**config.mk**
```make
export PLATFORM = sky130hd
export DESIGN_NAME = sobel_row_loader
export DESIGN_NICKNAME = d
export VERILOG_FILES = /design/src/rtl/sobel_row_loader_pkg.sv /design/src/rtl/sobel_row_loader_window.sv /design/src/rtl/sobel_row_loader.sv
export SDC_FILE = /design/constraint.sdc
export NUM_CORES = 1
export LEC_CHECK = 0
export ABC_AREA = 1
export BUFFER_PORTS_ARGS = -buffer_cell sky130_fd_sc_hd__buf_2
export CAP_MARGIN = 30
export CORE_MARGIN = 10
export CORE_UTILIZATION = 47
export CTS_CLUSTER_SIZE = 30
export DETAILED_ROUTE_END_ITERATION = 8
export PLACE_DENSITY = 0.76
export SLEW_MARGIN = 5
export SYNTH_ARGS = -nofsm -noshare
export SYNTH_HDL_FRONTEND = slang
export SYNTH_SLANG_ARGS = --single-unit
```
**constraint.sdc**
```tcl
create_clock -name clk -period 2 [get_ports clk]
set_input_delay 0.6 -clock clk [delete_from_list [all_inputs] [get_ports clk]]
set_output_delay 0.6 -clock clk [all_outputs]
set_load 0.02 [all_outputs]
```
**src/rtl/sobel_row_loader_pkg.sv**
```systemverilog
// Shared sobel definitions: data widths, minimum strip height
// and the row-loader state encoding.
package sobel_row_loader_pkg;

   localparam int NUM_SOBEL_ACCELERATORS = 4;
   localparam int SOBEL_IDATA_WIDTH = (NUM_SOBEL_ACCELERATORS + 2) * 8;
   localparam int MIN_ROWS = 3;

   localparam logic [2:0] ST_IDLE   = 3'd0;
   localparam logic [2:0] ST_FILL1  = 3'd1;
   localparam logic [2:0] ST_FILL2  = 3'd2;
   localparam logic [2:0] ST_STREAM = 3'd3;
   localparam logic [2:0] ST_DRAIN  = 3'd4;

endpackage

```
**src/rtl/sobel_row_loader_window.sv**
```systemverilog
// Three-row shift window; rows only move when a new segment
// is pushed in, so a stalled window stays stable.
module sobel_row_window
   import sobel_row_loader_pkg::*;
(
   input  logic                         clk,
   input  logic                         reset,
   input  logic                         shift,
   input  logic [SOBEL_IDATA_WIDTH-1:0] din,
   output logic [SOBEL_IDATA_WIDTH-1:0] row1,
   output logic [SOBEL_IDATA_WIDTH-1:0] row2,
   output logic [SOBEL_IDATA_WIDTH-1:0] row3
);

   always_ff @(posedge clk) begin
      if (reset) begin
         row1 <= '0;
         row2 <= '0;
         row3 <= '0;
      end else if (shift) begin
         row1 <= row2;
         row2 <= row3;
         row3 <= din;
      end
   end

endmodule

```
**src/rtl/sobel_row_loader.sv**
```systemverilog
// Row-window loader between the sobel read unit and the
// accelerator core: FSM, row counter and output handshake.
module sobel_row_loader
   import sobel_row_loader_pkg::*;
#(
   parameter int ROW_CNT_WIDTH = 16
)
(
   input  logic                         clk,
   input  logic                         reset,
   input  logic                         start,
   input  logic [ROW_CNT_WIDTH-1:0]     cfg_num_rows,
   input  logic                         srd2srow_valid,
   input  logic [SOBEL_IDATA_WIDTH-1:0] srd2srow_data,
   output logic                         srow2srd_ready,
   output logic [SOBEL_IDATA_WIDTH-1:0] srow2sacc_row1_data,
   output logic [SOBEL_IDATA_WIDTH-1:0] srow2sacc_row2_data,
   output logic [SOBEL_IDATA_WIDTH-1:0] srow2sacc_row3_data,
   output logic                         srow2sacc_valid,
   input  logic                         swt2srow_ready,
   output logic                         srow_strip_done,
   output logic                         srow_busy
);

   localparam logic [ROW_CNT_WIDTH-1:0] CNT_ONE = ROW_CNT_WIDTH'(1);
   localparam logic [ROW_CNT_WIDTH-1:0] CNT_MIN = ROW_CNT_WIDTH'(MIN_ROWS);

   logic [2:0]               state;
   logic [ROW_CNT_WIDTH-1:0] num_rows;
   logic [ROW_CNT_WIDTH-1:0] row_cnt;
   logic                     win_valid;
   logic                     done_q;
   logic                     loading;
   logic                     accept;
   logic                     consume;
   logic                     last_accept;

   assign loading = (state == ST_FILL1) || (state == ST_FILL2) ||
                    (state == ST_STREAM);

   // Counter is capped by num_rows, so the +1 below never wraps.
   assign srow2srd_ready = loading && (row_cnt < num_rows) &&
                           (!win_valid || swt2srow_ready);

   assign accept      = srd2srow_valid && srow2srd_ready;
   assign consume     = win_valid && swt2srow_ready;
   assign last_accept = accept && ((row_cnt + CNT_ONE) == num_rows);

   always_ff @(posedge clk) begin
      if (reset) begin
         state     <= ST_IDLE;
         num_rows  <= '0;
         row_cnt   <= '0;
         win_valid <= 1'b0;
         done_q    <= 1'b0;
      end else begin
         done_q <= 1'b0;

         if (accept)
            row_cnt <= row_cnt + CNT_ONE;

         if (accept && state == ST_STREAM)
            win_valid <= 1'b1;
         else if (consume)
            win_valid <= 1'b0;

         case (state)
            ST_IDLE: begin
               if (start) begin
                  if (cfg_num_rows >= CNT_MIN) begin
                     num_rows <= cfg_num_rows;
                     row_cnt  <= '0;
                     state    <= ST_FILL1;
                  end else begin
                     done_q <= 1'b1;
                  end
               end
            end
            ST_FILL1: if (accept) state <= ST_FILL2;
            ST_FILL2: if (accept) state <= ST_STREAM;
            ST_STREAM: if (last_accept) state <= ST_DRAIN;
            ST_DRAIN: begin
               if (consume) begin
                  state  <= ST_IDLE;
                  done_q <= 1'b1;
               end
            end
            default: state <= ST_IDLE;
         endcase
      end
   end

   sobel_row_window u_window (
      .clk   (clk),
      .reset (reset),
      .shift (accept),
      .din   (srd2srow_data),
      .row1  (srow2sacc_row1_data),
      .row2  (srow2sacc_row2_data),
      .row3  (srow2sacc_row3_data)
   );

   assign srow2sacc_valid = win_valid;
   assign srow_strip_done = done_q;
   assign srow_busy       = (state != ST_IDLE);

endmodule

```
[Word-level counts from Yosys, hierarchy flattened]
Cells that the tools add are included.
W data, S select, Z words.
Storage, ports and cells
  output and inout bits: 148
  bits of input ports: 69
  logic and storage cells: 54
  flip-flop bits (word level): 181
Operators by class
  reduce and logical (&&, ||, !) cells: 15
  $add $sub $neg: 1
  equal/unequal tests: 11
  magnitude comparators: 2
  multiplexer cells: 17
Operators with widths (number)
  $mux W16: 4
  $mux W3: 6
  $add A16 B1 Y16 const B: 1
  $eq A16 B16 Y1: 1
  $ge A16 B2 Y1 const B: 1
  $lt A16 B16 Y1: 1
  $pmux W3 S5: 1
  $ne A2 B2 Y1 const B: 6
  $eq A3 B2 Y1 const B: 2
  $logic_and A1 B1 Y1: 6
  $reduce_and A6 Y1: 1
  $mux W1: 5
  $eq A3 B1 Y1 const B: 1
  $eq A3 B3 Y1 const B: 1
  $logic_not A3 Y1: 1
  $logic_or A1 B1 Y1: 3
  $reduce_and A3 Y1: 1
  $reduce_bool A3 Y1: 1
  $pmux W1 S2: 1
  $reduce_bool A2 Y1: 1
  $logic_not A1 Y1: 1

[Longest topological paths before layout]
Gate-level depths: netlist of run 1.
  word-level depth: 10
  mapped depth: 18

[Cells and area by module]
A second synthesis of run 1 with hierarchy kept.
Unflattened totals
  cell total of the unflattened synthesis: 1302
  area total of the unflattened synthesis: 8381.8 um^2
Modules (own cells, without submodules)
  sobel_row_window: cells each 912, instances 1, area an instance 5935.7 um^2
  sobel_row_loader: cells each 390, instances 1, area an instance 2446.1 um^2

[Worst setup path before layout of run 1]
Ideal clock, no wire load.
  kind: register to output
  start: register num_rows[15]
  end: output port srow2srd_ready
  data required time: 1.400 ns
  arrival time: 1.341 ns
  slack: 0.059 ns
  stages on the path, launching flop included: 8
  path buffers: 0
  cells stage by stage: dfxtp_1 > inv_1 > ha_1 > a21oi_1 > nand4_1 > a31oi_1 > nand2_1 > inv_1
Between the ends
  cells in the longest elaborated chain, start to end: 3
Ends and longest elaborated chain
  start, declared: line sobel_row_loader.sv:29  | logic [ROW_CNT_WIDTH-1:0] num_rows;
  start signal, assigned: line sobel_row_loader.sv:71  | num_rows <= cfg_num_rows;
  $lt A16 B16 Y1: line sobel_row_loader.sv:42  | assign srow2srd_ready = loading && (row_cnt < num_rows) &&
  $logic_and A1 B1 Y1 (2 in series): line sobel_row_loader.sv:42
  end, declared: line sobel_row_loader.sv:15  | output logic srow2srd_ready,
Every way passes these cells.

[Worst setup path in the final report of run 1]
  start: register num_rows[3]
  end: output port srow2srd_ready
The elaborated chain is that of the path after synthesis.

==> results of run 1 <==
## Yosys cell counts (all sizes together)
library cell,number
a211oi,15
a21oi,27
a31oi,1
buf,22
clkbuf,34
clkinv,2
dfxtp,181
ha,17
inv,45
nand2,109
nand3,33
nand3b,1
nand4,10
nor2,341
nor3,2
nor4,2
o21a,1
o21ai,161
o21bai,2
## cell type report
type	instances	area, um2	area share
well taps	211	264	0.0203
clock inverters	13	160	0.0123
inverters	47	188	0.0144
flip-flops and latches	181	3640	0.280
clock buffers	19	443	0.0340
diodes	2	5.00	0.000385
multi-input cells	722	5000	0.384
repair buffers	349	3310	0.254
## worst reg2reg max path: cells and delay by family (launching register included)
kind,cells,cell delay [ps]
adders and majority gates,1,250
DFF,1,330
buffers and inverters,7,760
and+or+nand+nor,9,860
AOI/OAI and AO/OA,1,130
## worst max-delay path by stage
stage / start / cells after the start / endpoint
5_1_grt: row_cnt[0] / 15 / srow2srd_ready
6_report: num_rows[3] / 14 / srow2srd_ready
3_5_place_dp: cfg_num_rows[8] / 10 / row_cnt[9]
3_3_place_gp: num_rows[7] / 13 / row_cnt[2]
2_1_floorplan: num_rows[15] / 7 / srow2srd_ready
4_1_cts: num_rows[1] / 14 / srow2srd_ready
## registers in the layout, summed over array words and instances, names as in the netlist
signal,cells
srow2sacc_valid,1
u_window.row3,48
u_window.row2,48
num_rows,16
row_cnt,16
state,3
u_window.row1,48
srow_strip_done,1
## cell families (layout without fill, tap and decap cells)
| logic type | Yosys count | in the layout | synth area share |
|---|---|---|---|
| adder cells (fa/ha/maj) | 17 | 17 | 0.0287 |
| other | 0 | 2 | 0 |
| flip-flops | 181 | 181 | 0.489 |
| AO/OA/AOI/OAI | 207 | 207 | 0.147 |
| AND/OR/NAND/NOR | 498 | 498 | 0.272 |
| buffers and inverters | 103 | 428 | 0.0632 |
## per-layer routing
metal / routed length (um) / up-vias / GRT usage
li1: - / 3938 / -
met1: 12600 / 4120 / 0.317
met2: 16100 / 507 / 0.454
met3: 3130 / 118 / 0.0907
met4: 1700 / 0 / 0.123
met5: 0 / - / 0
## power breakdown
group          internal (W)  leakage, nW  switching (W)
logic               0.00780         3.93        0.00923
registers           0.00524         1.49        0.00185
clock network       0.00193        0.299        0.00163
total                0.0150         5.72         0.0127
## per-stage QoR
stage / utilization / power, W / hold slack, ps
2_1_floorplan: - / 0.0121 / 439
3_3_place_gp: 0.591 / 0.0151 / 456
3_5_place_dp: 0.591 / 0.0153 / 465
4_1_cts: 0.803 / 0.0253 / 386
5_1_grt: 0.850 / 0.0289 / 387
6_report: 0.850 / 0.0277 / 380
## what timing repair did
item / in CTS / in global routing
endpoints found under the setup margin: 166 / 166
hold buffers: 0 / 0
setup buffers: 31 / 14
gates resized for setup: 493 / 204
pin swaps: 23 / 55
cloned: 39 / 6
endpoints found under the hold margin: 0 / 0
==> impl_metrics.py, run 1 <==
metrics = {
    "status": {
        "status": "complete, but fails checks",
        "violations": "negative setup slack",
    },
    "synth": {
        "synth_top_area_cell": "dfxtp_1",
        "synthTopCellsByArea": "dfxtp_1 (49%), nor2_1 (17%), o21ai_0 (11%)",
        "synth-seq-cells": 181,
        "synth.distinct_cells": 32,
        "netlist_area_mm2": 0.00741,
        "ys_seq_area_frac": 0.489,
        "synthCells": 1006,
        "synth_top_area_share": 0.489,
        "syn-num-nets": 1092,
        "synth_warnings": 0,
        "synth_area_per_cell_um2": 7.36,
    },
    "sta": {
        "setup_tns_ps": -55770,
        "hold_viol_final": 0,
        "fin_ws_ps": -456,
        "max_freq_mhz": 407,
        "rsz0062_at_grt": "yes",
        "setup_viol": 165,
        "fin_crit_ps": 2460,
        "timing.final.crit_share": 1.23,
        "tightest_slew_ps": 593,
        "drv_slew": 0,
        "clock_skew_ps": 18.6,
        "maxSlewHeadroom": 0.604,
    },
    "worst_setup_path": {
        "startpoint_type": "flop",
        "worstReg2RegStart": "num_rows[3]",
        "path_buf_inv": 4,
        "crit_family": "simple AND/OR/NAND/NOR gates",
        "crit_arrival_ps": 1860,
        "ff2ff_setup_slack_ps": -420,
        "crit_fanout": 2,
        "worst_path_max_delay_cell": "dfxtp_2",
        "cp_data_required_time_ps": 1400,
        "critPathCaptureType": "output pin",
        "timing.rr.end": "u_window.row3[45]",
        "r2r_cells": 18,
        "crit_path_max_incr_delay_ps": 330,
        "crit_chain": "inv_2 -> ha_4 -> nand2_2 -> inv_1 -> nand2_1 -> nand2_1 -> nand2_1 -> nand2_2 -> nand2_2 -> nand2_2 -> nand2_2 -> nand2_2 -> inv_2 -> buf_6",
        "crit_type": "flop to output pin",
        "cpMostUsedCell": "nand2_2",
    },
    "finish": {
        "stdcell_area_mm2": 0.0130,
        "n_fill_cell": 820,
        "drive_above_1_share": 0.569,
        "final_common_cell": "buf_2",
        "area_growth_pct": 75.7,
        "fin_cells": 1544,
        "nets": 1404,
        "final_cell_mix": "buf_2 (215), nor2_1 (187), dfxtp_1 (166)",
    },
    "global_routing": {
        "antenna_found_initial": 2,
        "grt_pass1_vias": 8545,
        "grt_pass1_wl_um": 46800,
        "grtUsageTotal": 0.275,
        "grt_max_degree": 77,
        "grt_overflow": 0,
    },
    "placed_design": {
        "hpwl_um": 15900,
        "dpl_worst_slack_ps": -193,
        "post_dp_cell_area_mm2": 0.00904,
        "dp_cells": 1438,
        "place.gp.congestion": 0.914,
        "portBuffers": 216,
    },
    "die": {
        "dieArea_mm2": 0.0212,
        "initial_core_util": 0.484,
        "die_width_um": 146,
        "core_mm2": 0.0153,
        "io_pins": 217,
        "fp-row-count": 45,
        "die_h_um": 146,
    },
    "cts": {
        "clock_latency_ps": 450,
        "clock_path_buffers": 2,
        "ctsHtreeMaxLevel": 4,
        "root_buffer": "clkbuf_16",
        "numCtsBuffers": 17,
        "clock-sinks": 181,
        "clkSlewWorstSetupHoldPaths_ps": 80,
        "cts_tree": "done",
    },
    "route": {
        "ant_nets": 0,
        "drtIter0Drc": 587,
        "wl_per_cell_um": 21.8,
        "vias_per_cell": 5.62,
        "vias": 8683,
        "drc_errors": 0,
        "drtPass1Iterations": 8,
        "drt-total-wl_um": 33600,
    },
    "hold_path": {
        "hold_class": "input port to flop",
        "worstHoldStart": "srd2srow_data[7]",
        "whs_path_depth": 3,
        "min_to": "u_window.row3[7]",
    },
    "power_and_ir_drop": {
        "leakagePower_nw": 5.72,
        "pwr_density_cell_mw_per_mm2": 2130,
        "vdd_drop_max_mv": 1.77,
    },
    "flow_run": {
        "maxCapViolations": 0,
    },
}
No activity file was read; power rests on OpenSTA's default activity.
==> run 2: changes to the inputs <==
MAX_ROUTING_LAYER = met4   (was not set)
==> impl_metrics.py, run 2 (synthesized netlist as in run 1, its figures left out) <==
metrics = {
    "status": {
        "status": "complete, but fails checks",
        "violations": "negative setup slack",
    },
    "global_routing": {
        "grt_overflow": 0,
        "antenna_found_initial": 2,
        "grtUsageTotal": 0.283,
        "grt_max_degree": 77,
        "grt_pass1_vias": 8573,
        "grt_pass1_wl_um": 46700,
    },
    "die": {
        "die_width_um": 146,
        "die_h_um": 146,
        "fp-row-count": 45,
        "dieArea_mm2": 0.0212,
        "initial_core_util": 0.484,
        "core_mm2": 0.0153,
        "io_pins": 217,
    },
    "cts": {
        "numCtsBuffers": 17,
        "clock_latency_ps": 450,
        "cts_tree": "done",
        "ctsHtreeMaxLevel": 4,
        "root_buffer": "clkbuf_16",
        "clock-sinks": 181,
        "clkSlewWorstSetupHoldPaths_ps": 80,
        "clock_path_buffers": 2,
        "cts_hold_buf": 0,
    },
    "power_and_ir_drop": {
        "swShare": 0.461,
        "clock_power_share": 0.129,
        "power_frac_comb": 0.616,
        "leakagePower_nw": 5.71,
        "intPower_w": 0.0150,
        "vdd_drop_max_mv": 1.46,
        "pwr_density_cell_mw_per_mm2": 2130,
        "seq_power_share": 0.255,
        "p_switching_w": 0.0128,
    },
    "sta": {
        "setup_viol": 165,
        "hold_slack_ps": 386,
        "maxSlewHeadroom": 0.606,
        "clock_skew_ps": 18.8,
        "drv_slew": 0,
        "rsz0062_at_grt": "yes",
        "hold_viol_final": 0,
        "fin_ws_ps": -459,
        "timing.final.crit_share": 1.23,
        "max_freq_mhz": 407,
        "tightest_slew_ps": 591,
        "fin_crit_ps": 2460,
        "setup_tns_ps": -55390,
    },
    "hold_path": {
        "whs_path_depth": 3,
        "worstHoldStart": "srd2srow_data[7]",
        "hold_class": "input port to flop",
        "min_to": "u_window.row3[7]",
    },
    "worst_setup_path": {
        "cpMostUsedCell": "nand2_2",
        "crit_path_max_incr_delay_ps": 340,
        "crit_chain": "inv_2 -> ha_2 -> inv_1 -> nand2_2 -> nand2_2 -> nand2_1 -> nand2_1 -> nand2_1 -> nand2_2 -> nand2_2 -> nand2_2 -> nand2_2 -> nand2_2 -> inv_2 -> buf_6",
        "startpoint_type": "flop",
        "ff2ff_setup_slack_ps": -420,
        "crit_fanout": 2,
        "crit_type": "flop to output pin",
        "timing.rr.end": "u_window.row1[15]",
        "crit_family": "simple AND/OR/NAND/NOR gates",
        "worstReg2RegStart": "num_rows[3]",
        "worst_path_max_delay_cell": "dfxtp_2",
        "critPathCaptureType": "output pin",
        "r2r_cells": 17,
        "cp_data_required_time_ps": 1400,
        "crit_arrival_ps": 1860,
        "path_buf_inv": 4,
    },
    "route": {
        "vias_per_cell": 5.65,
        "drtPass1Iterations": 8,
        "drc_errors": 0,
        "drtIter0Drc": 749,
        "ant_nets": 0,
        "drt-total-wl_um": 33900,
        "vias": 8721,
        "wl_per_cell_um": 21.9,
    },
    "placed_design": {
        "portBuffers": 216,
        "dp_cells": 1438,
        "post_dp_cell_area_mm2": 0.00904,
        "dpl_worst_slack_ps": -193,
        "place.gp.congestion": 0.930,
        "hpwl_um": 15900,
    },
    "finish": {
        "nets": 1404,
        "final_cell_mix": "buf_2 (215), nor2_1 (187), dfxtp_1 (166)",
        "stdcell_area_mm2": 0.0130,
        "area_growth_pct": 75.5,
        "drive_above_1_share": 0.569,
        "final_common_cell": "buf_2",
        "fin_cells": 1544,
        "reg.largest.list": "u_window.row1: 48 flops, u_window.row2: 48 flops, u_window.row3: 48 flops",
    },
    "flow_run": {
        "maxCapViolations": 0,
    },
}
[run 2: worst register-to-register path, stage by stage (launching register included)]
cell and delay [ps]:
dfxtp_2 330, inv_2 50, ha_4 250, a21oi_2 130, nand2_1 90, nand2_1 80, nand2_2 80, nand2_2 60
nand2_2 60, nand2_2 80, buf_4 110, buf_6 90, nand3_4 160, buf_12 200, buf_12 140, buf_16 150
o21ai_2 190, nor2_1 60
[run 2: final cells by class]
class	instances	area, um2
Antenna cell	2	5.00
Timing Repair Buffer	349	3310
Clock buffer	19	443
Tap cell	211	264
Fill cell	826	2320
Inverter	47	188
Clock inverter	13	160
Multi-Input combinational cell	722	4990
Sequential cell	181	3640
[run 2: routing by layer]
metal	track usage	share of wire	vias up
met5	-	0	-
met4	0.125	0.046	0
met3	0.0773	0.093	127
met2	0.456	0.48	529
met1	0.324	0.38	4129
li1	-	-	3936
[run 2: power groups by stage]
stage / registers (W) / clock network, W / logic [W]
2_1_floorplan: 0.00790 / 0 / 0.00416
3_3_place_gp: 0.00622 / 0 / 0.00886
3_5_place_dp: 0.00629 / 0 / 0.00897
4_1_cts: 0.00661 / 0.00350 / 0.0151
5_1_grt: 0.00726 / 0.00370 / 0.0179
6_report: 0.00709 / 0.00357 / 0.0171
[run 2: timing repair]
| item | 4_1_cts | 5_1_grt |
|---|---|---|
| gates cloned | 39 | 6 |
| setup endpoints to repair | 166 | 166 |
| gates resized for setup | 493 | 202 |
| setup buffers | 31 | 14 |
| pin swaps | 23 | 55 |
[run 2: worst max path at each step]
stage | endpoint | slack (ps) | startpoint | cells after the start
2_1_floorplan | srow2srd_ready | 60 | num_rows[15] | 7
3_3_place_gp | row_cnt[2] | -180 | num_rows[7] | 13
3_5_place_dp | row_cnt[9] | -190 | cfg_num_rows[8] | 10
4_1_cts | srow2srd_ready | -470 | num_rows[1] | 14
5_1_grt | srow2srd_ready | -510 | row_cnt[0] | 15
6_report | srow2srd_ready | -460 | row_cnt[0] | 15
[run 2: stage by stage]
step,total power [W],utilization
floorplan,0.0121,-
global placement,0.0151,0.591
CTS,0.0253,0.803
finish,0.0277,0.849
detailed placement,0.0153,0.591
global route,0.0289,0.849
